File: config.mk
export PLATFORM = sky130hd
export DESIGN_NAME = na_read_sched
export DESIGN_NICKNAME = d
export VERILOG_FILES = /design/src/rtl/na_read_sched.sv
export SDC_FILE = /design/constraint.sdc
export NUM_CORES = 1
export LEC_CHECK = 0
export BUFFER_PORTS_ARGS = -buffer_cell sky130_fd_sc_hd__clkbuf_2
export CORE_MARGIN = 2
export CORE_UTILIZATION = 45
export DETAILED_ROUTE_END_ITERATION = 7
export PLACE_DENSITY_LB_ADDON = 0.25
export SLEW_MARGIN = 15
export SYNTH_ARGS = -nofsm -noshare
export SYNTH_HDL_FRONTEND = slang
export SYNTH_SLANG_ARGS = --single-unit
File: constraint.sdc
create_clock -name clk -period 1.7 [get_ports clk]
set_input_delay 0.255 -clock clk [delete_from_list [all_inputs] [get_ports clk]]
set_output_delay 0.255 -clock clk [all_outputs]
set_load 0.03 [all_outputs]
File: src/rtl/na_read_sched.sv
// na_read_sched: shares the NA read path between TDM and BE receive endpoints.
// TDM has priority, BE is protected by a starvation guard, round-robin within each class.
module na_read_sched #(
  parameter int NUM_TDM_ENDPOINTS = 1,
  parameter int NUM_BE_ENDPOINTS = 1,
  parameter int BE_STARVE_LIMIT = 8,
  parameter int TIMEOUT_CYCLES = 1024,
  localparam int NUM_EP = NUM_TDM_ENDPOINTS + NUM_BE_ENDPOINTS,
  localparam int IDX_W = (NUM_EP > 1) ? $clog2(NUM_EP) : 1
) (
  input  logic                         clk,
  input  logic                         rst_debug_n,
  input  logic                         enable,
  input  logic [NUM_TDM_ENDPOINTS-1:0] tdm_pending,
  input  logic [NUM_BE_ENDPOINTS-1:0]  be_pending,
  output logic                         grant_valid,
  output logic [IDX_W-1:0]             grant_idx,
  output logic                         grant_tdm,
  input  logic                         grant_ready,
  input  logic                         pkt_done,
  input  logic                         pkt_err,
  output logic                         abort,
  output logic                         busy,
  output logic [7:0]                   err_count
);
  localparam int TW = (NUM_TDM_ENDPOINTS > 1) ? $clog2(NUM_TDM_ENDPOINTS) : 1;
  localparam int BW = (NUM_BE_ENDPOINTS > 1) ? $clog2(NUM_BE_ENDPOINTS) : 1;
  localparam int SW = $clog2(BE_STARVE_LIMIT + 1);
  localparam int CW = $clog2(TIMEOUT_CYCLES);

  typedef enum logic [1:0] {S_IDLE, S_OFFER, S_ACTIVE, S_ABORT} state_t;

  state_t r_state, w_next;
  logic [IDX_W-1:0] r_grant_idx;
  logic r_grant_tdm;
  logic [TW-1:0] r_tdm_ptr, r_tdm_off, w_tdm_sel;
  logic [BW-1:0] r_be_ptr, r_be_off, w_be_sel;
  logic [SW-1:0] r_starve;
  logic [CW-1:0] r_tmo;
  logic [7:0] r_err;
  int w_td, w_bd, w_tk, w_bk;
  logic w_force, w_pick_tdm, w_win, w_accept, w_tmo_hit, w_err_inc;
  logic [IDX_W-1:0] w_win_idx;

  // Winner in each class is the pending endpoint with the smallest wrap distance from its pointer.
  always_comb begin
    w_td = NUM_TDM_ENDPOINTS;
    w_tk = 0;
    w_tdm_sel = '0;
    for (int k = 0; k < NUM_TDM_ENDPOINTS; k++) begin
      w_tk = (k >= int'(r_tdm_ptr)) ? k - int'(r_tdm_ptr) : k + NUM_TDM_ENDPOINTS - int'(r_tdm_ptr);
      if (tdm_pending[k] && w_tk < w_td) begin
        w_td = w_tk;
        w_tdm_sel = TW'(k);
      end
    end
    w_bd = NUM_BE_ENDPOINTS;
    w_bk = 0;
    w_be_sel = '0;
    for (int k = 0; k < NUM_BE_ENDPOINTS; k++) begin
      w_bk = (k >= int'(r_be_ptr)) ? k - int'(r_be_ptr) : k + NUM_BE_ENDPOINTS - int'(r_be_ptr);
      if (be_pending[k] && w_bk < w_bd) begin
        w_bd = w_bk;
        w_be_sel = BW'(k);
      end
    end
  end

  assign w_force    = (r_starve >= SW'(BE_STARVE_LIMIT)) && |be_pending;
  assign w_pick_tdm = |tdm_pending && !w_force;
  assign w_win      = |tdm_pending || |be_pending;
  assign w_win_idx  = w_pick_tdm ? IDX_W'(w_tdm_sel) : IDX_W'(NUM_TDM_ENDPOINTS + int'(w_be_sel));
  assign w_accept   = (r_state == S_OFFER) && grant_ready;
  assign w_tmo_hit  = r_tmo == CW'(TIMEOUT_CYCLES - 1);
  // A completion pulse coinciding with the last timeout cycle takes precedence over the abort.
  assign w_err_inc  = (r_state == S_ACTIVE) && (pkt_err || (!pkt_done && w_tmo_hit));

  always_comb begin
    w_next = r_state;
    case (r_state)
      S_IDLE:   w_next = (enable && w_win) ? S_OFFER : S_IDLE;
      S_OFFER:  w_next = grant_ready ? S_ACTIVE : (!enable ? S_IDLE : S_OFFER);
      S_ACTIVE: w_next = (pkt_done || pkt_err) ? S_IDLE : (w_tmo_hit ? S_ABORT : S_ACTIVE);
      S_ABORT:  w_next = S_IDLE;
      default:  w_next = S_IDLE;
    endcase
  end

  always_ff @(posedge clk or negedge rst_debug_n) begin
    if (!rst_debug_n) begin
      r_state     <= S_IDLE;
      r_grant_idx <= '0;
      r_grant_tdm <= 1'b0;
      r_tdm_ptr   <= '0;
      r_tdm_off   <= '0;
      r_be_ptr    <= '0;
      r_be_off    <= '0;
      r_starve    <= '0;
      r_tmo       <= '0;
      r_err       <= '0;
    end else begin
      r_state <= w_next;
      if (r_state == S_IDLE && w_next == S_OFFER) begin
        r_grant_idx <= w_win_idx;
        r_grant_tdm <= w_pick_tdm;
        r_tdm_off   <= w_tdm_sel;
        r_be_off    <= w_be_sel;
      end
      if (r_state == S_ACTIVE)
        r_tmo <= r_tmo + 1'b1;
      if (w_accept) begin
        r_tmo <= '0;
        if (r_grant_tdm) begin
          r_tdm_ptr <= (r_tdm_off == TW'(NUM_TDM_ENDPOINTS - 1)) ? '0 : r_tdm_off + 1'b1;
          r_starve  <= !(|be_pending) ? '0 : ((r_starve == SW'(BE_STARVE_LIMIT)) ? r_starve : r_starve + 1'b1);
        end else begin
          r_be_ptr <= (r_be_off == BW'(NUM_BE_ENDPOINTS - 1)) ? '0 : r_be_off + 1'b1;
          r_starve <= '0;
        end
      end
      if (w_err_inc && r_err != 8'hFF)
        r_err <= r_err + 8'd1;
    end
  end

  assign grant_valid = r_state == S_OFFER;
  assign busy        = r_state == S_ACTIVE;
  assign abort       = r_state == S_ABORT;
  assign grant_idx   = r_grant_idx;
  assign grant_tdm   = r_grant_tdm;
  assign err_count   = r_err;
endmodule

## Word-level counts from Yosys, hierarchy flattened

Cells that the tools add are included.

| cells by class | value |
|---|---|
| add/sub/neg operators | 3 |
| magnitude comparators | 1 |
| eq/ne operators | 8 |
| mux-type cells | 12 |
| reductions and logical operators | 16 |

Operators with widths:

| cell | number |
|---|---|
| 10-bit 2-to-1 mux | 2 |
| 4-bit 2-to-1 mux | 3 |
| 10-bit by 1-bit adder with 10-bit output, second input constant | 1 |
| 10-bit == test, second input constant | 1 |
| 8-bit by 1-bit adder with 8-bit output, second input constant | 1 |
| 1-bit logical AND | 8 |
| 8-bit != test, second input constant | 1 |
| 2-bit one-hot mux with 4 select lines | 1 |
| 4-bit by 1-bit adder with 4-bit output, second input constant | 1 |
| 2-bit by 1-bit == test with 1-bit output, second input constant | 2 |
| 2-bit == test, second input constant | 2 |
| 4-bit == test, second input constant | 1 |
| 4-bit greater-or-equal comparator, second input constant | 1 |
| 1-bit 2-to-1 mux | 4 |
| 2-bit 2-to-1 mux | 2 |
| 1-bit logical OR | 3 |
| 3-bit != test, second input constant | 1 |
| 1-bit zero test | 2 |
| 2-bit zero test | 1 |
| 2-bit AND reduction | 1 |
| 2-bit nonzero test | 1 |

| word-level totals | value |
|---|---|
| register bits | 26 |
| input port bits | 8 |
| output and inout bits | 13 |
| logic and storage cells | 46 |

## Logic depth before layout (Yosys ltp)

| depth | value |
|---|---|
| word-level depth | 6 |
| gate-level depth with buffers | 8 |
| gate-level depth less buffers | 6 |

## Least setup slack after synthesis

No wires, ideal clock.

| timing path | value |
|---|---|
| path kind | reg2reg |
| from | register r_err[0] (netlist: err_count[0]) |
| to | register r_err[1] (netlist: err_count[1]) |
| library setup time | 0.125 ns |
| data arrival time | 1.615 ns |
| data required time | 1.575 ns |
| slack | -0.040 ns |
| stages on the path, launching flop included | 6 |
| path buffers | 0 |
| period minus slack after synthesis | 1.740 ns |
| cell sequence | dfrtp_1 -> ha_1 -> nand4_1 -> o21ai_2 -> nor2_1 -> mux2_2 |

| on the way | value |
|---|---|
| word-level cells in the longest chain between the ends | 2 |
| elaborated cells on any way between the ends | 3 |
| those cells by class | 1 x add/sub; 1 x eq/ne; 1 x reduce/logical |

Ends and longest elaborated chain:

| item | RTL line | RTL |
|---|---|---|
| start, declared | 40 | `logic [7:0] r_err;` |
| start signal, assigned | 122 | `r_err <= r_err + 8'd1;` |
| branches (longest 2 deep; another with 8-bit by 1-bit adder with 8-bit output) | - |  |

Parallel ways; which one is timed is not known.
A chain may end at the register's enable or synchronous reset.

## Worst setup path in the final report

| timing path | value |
|---|---|
| from | register r_tmo[1] |
| to | register r_err[6] (netlist: err_count[6]) |

| on the way | value |
|---|---|
| word-level cells in the longest chain between the ends | 5 |

Ends and longest elaborated chain:

| item | RTL line | RTL |
|---|---|---|
| start, declared | 39 | `logic [CW-1:0] r_tmo;` |
| start signal, assigned | 110 | `r_tmo <= r_tmo + 1'b1;` |
| 10-bit == test | 74 | `assign w_tmo_hit = r_tmo == CW'(TIMEOUT_CYCLES - 1);` |
| 1-bit logical AND | 76 | `assign w_err_inc = (r_state == S_ACTIVE) && (pkt_err \|\| (!pkt_done && w_tmo_hit));` |
| 1-bit logical OR | 76 |  |
| 1-bit logical AND | 76 |  |
| 1-bit logical AND | 121 | `if (w_err_inc && r_err != 8'hFF)` |

No other way between the ends.

==> results.md <==
* Layout Skew at 0.00359 ns
* Cts bufs inserted at 3
* DRT Pass-1 Iters at 6
* CP delay by family, top: simple AND/OR/NAND/NOR gates
* WL final at 2910 um
* Total gr overflow at 0
* Area occupied by multi-input gates at 704 um2
* Post-layout min period at 1.67 ns
* Final nets at 182
* Final core utilization at 59.4%
* RSZ-0062 raised after global routing: true
* Site Rows at 19
* Fin. Hold Viols at 0
* Mapped Nets at 148
* Area of the mapped netlist at 1360 um2
* Unique masters post-synth at 35
* Largest net degree at the start of global routing at 27
* Int Power at 1.18 mW
* Hold path endpoint: grant_tdm
* Required time of the critical path at 1.96 ns
* CTS sink cnt at 26
* Max-Cap Viols at 0
* Die W at 59.0 um
* Slowest stage delay, CP at 0.40 ns
* Placer Congestion at 0.823
* # IOs at 21
* FMAX at 598 MHz
* CP max stage cell: dfrtp_1
* Switching part of the total power at 35.7%
* Initial DRC Count at 54
* Share of layout cells above drive strength 1 at 28.4%
* Via count at 1,165
* Final Setup Violations at 0
* PD cells at 1100 nW/um2
* Clk_lat worst skew at 0.32 ns
* Sequential power share at 46.9%
* Final WS setup at 0.0284 ns
* Violated checks: DRC
* Dominant cell type by area after synthesis: dfrtp_1
* Commonest non-fill, non-tap cell in the layout: dfrtp_1
* Design area at 1670 um2
* Place WS at 0.0249 ns
* Critical R2R Launch: r_tmo[1]
* DR DRC count at 1
* CP arrival at 1.93 ns
* Synth area leaders: dfrtp_1 (48%), o21ai_0 (6.3%), xor2_1 (4.5%)
* Core ar. at 2810 um2
* H-tree depth at 1
* Slew Viols, Final at 0
* Vias in the first global route at 1,122
* First-pass GRT wire length at 4840 um
* Post-Synthesis Cells at 136
* Static Leak at 0.779 nW
* N_diodes at 0
* CTS max path bufs at 2
* Max-Slew Margin vs Limit at 58.4%
* Final HPWL DP at 2080 um
* Period Utilization, post-route at 98.3%
* Sequential Area at 653 um2
* Status: finished with violations
* Post-DR wirelength/cell at 14.6 um
* Total track usage at 18.3%
* Commonest cells after routing, fill and taps aside: dfrtp_1 (24), clkbuf_2 (19), o21ai_0 (17)
* Worst hold start: be_pending
* R2R Setup Slk at 0.03 ns
* CP cell instances: ha_2 -> and4b_1 -> a41oi_4 -> buf_6 -> nor4b_4 -> xor2_1
* TritonCTS clock tree: built
* Hold path cells at 2
* Root Driver: clkbuf_4
* Seq/Total Area, Yosys at 47.9%
* Post-synthesis area per instance at 9.99 um2
* Power share of the combinational group at 30.1%
* Fillers at 244
* Worst-Margin Slew at 0.625 ns
* Total Negative Setup Slacks at 0 ns
* Initial antenna violation count at 0
* Via density at 5.83
* #FFs+latches synth at 26
* Maximum VDD drop at 635 uV
* Crit end category: register
* PortBufs at 20
* Critical path launch point type: register
* Buf/Inv on CP at 1
* Worst hold path class: in2reg
* Worst-path maximum fanout at 4
* Die area at 3480 um2
* Reg2reg path depth at 6
* Area post-placement at 1530 um2
* Chip Height at 59.0 um
* Switching pwr at 0.655 mW
* Power share of the clock group at 22.9%
* Initial Util at 48.4%
* Yosys top cell area share at 47.9%
* Clk slew on worst S/H paths at 0.14 ns
* Crit path from: r_tmo[1]
* Crit Path Category: reg2reg
* Warnings, synthesis at 0
* Synthesis-to-layout area growth at 22.7%
* Detail Route Antenna Nets at 0
* R2R Path End: err_count[6]
-- per-stage QoR --
stage / power [mW] / std cells / hold WS (ns)
after global placement: 1.35 / 191 / 0.309
after detailed placement: 1.38 / 191 / 0.309
after global routing: 1.96 / 200 / 0.133
after floorplan: 1.19 / 136 / -0.0406
final: 1.84 / 200 / 0.148
after CTS: 1.81 / 197 / 0.131
-- registers in the layout (all words and copies together) (netlist names) --
name and count:
r_tmo 10, grant_idx 1, r_state 2, r_starve 4
grant_tdm 1, err_count 8
-- cells in the mapped netlist --
master,instances
o41ai_1,1
and4_1,1
nor3b_1,2
and3b_1,1
nand4_1,4
and3_1,2
nor4_2,1
nand3b_1,2
and4_2,1
a21oi_1,4
nand2_1,16
a31oi_1,2
nor2_1,6
nor2b_1,1
o211ai_1,1
and4_4,1
and4b_1,1
buf_2,2
a32o_1,1
o31ai_1,3
nand3_1,10
nor4b_2,1
buf_6,1
o21ai_0,17
mux2i_1,2
mux2_2,1
and2_1,1
a41oi_4,1
dfrtp_1,26
inv_1,4
nand2b_1,2
o21ai_2,1
xor2_1,7
ha_1,4
nor3_1,5
-- power groups by stage --
stage	sequential [mW]	clock, mW	combinational (mW)
after floorplan	0.972	0	0.222
after global placement	0.860	0	0.488
after detailed placement	0.871	0	0.505
after CTS	0.857	0.433	0.524
after global routing	0.885	0.456	0.617
final	0.863	0.422	0.554
-- worst register-to-register path, cell delays in order (launching register included) --
cell and delay (ns):
dfrtp_1 0.40, ha_2 0.19, and4b_1 0.24, a41oi_4 0.16
buf_6 0.17, nor4b_4 0.28, xor2_1 0.16
-- worst max path at each step --
stage                   end  slack, ns  cells past startpoint
3_3_place_gp   err_count[7]       0.08                      6
6_report       err_count[6]       0.03                      6
3_5_place_dp   err_count[6]       0.02                      6
2_1_floorplan  err_count[1]       0.06                      5
4_1_cts        err_count[7]       0.02                      6
5_1_grt        err_count[6]      -0.06                      6
-- what timing repair did --
item                                    CTS  global route
setup buffers                             1             3
resized for setup                         0            11
hold buffers                              1             0
endpoints found under the hold margin    26             0
pin swaps                                 0             6
endpoints found under the setup margin    1             5
gates cloned                              0             0
-- kinds of logic (layout without fill, tap and decap cells) --
family | count (synthesis) | after routing | synth area share (%)
AOI/OAI and AO/OA | 31 | 31 | 14.9
xor gates and xnor gates | 7 | 7 | 4.51
adders and majority gates | 4 | 4 | 3.68
buffers and inverters | 7 | 40 | 2.67
DFF | 26 | 26 | 47.9
muxes | 3 | 3 | 2.30
and+or+nand+nor | 58 | 58 | 24.0
-- per-layer routing --
layer  global-route usage (%)  wire (um)
met1                     23.8       1350
met5                        0          0
met2                     28.1       1390
met3                     3.30        112
met4                     11.4         61
-- layout make-up --
| type | instances | area share (%) |
|---|---|---|
| Multi-Input combinational cell | 103 | 42.3 |
| Inverter | 4 | 0.901 |
| Timing Repair Buffer | 32 | 12.2 |
| Tap cell | 31 | 2.33 |
| Clock buffer | 3 | 1.35 |
| Clock inverter | 1 | 1.80 |
| Sequential cell | 26 | 39.2 |
(Power assumes the default switching activity.)
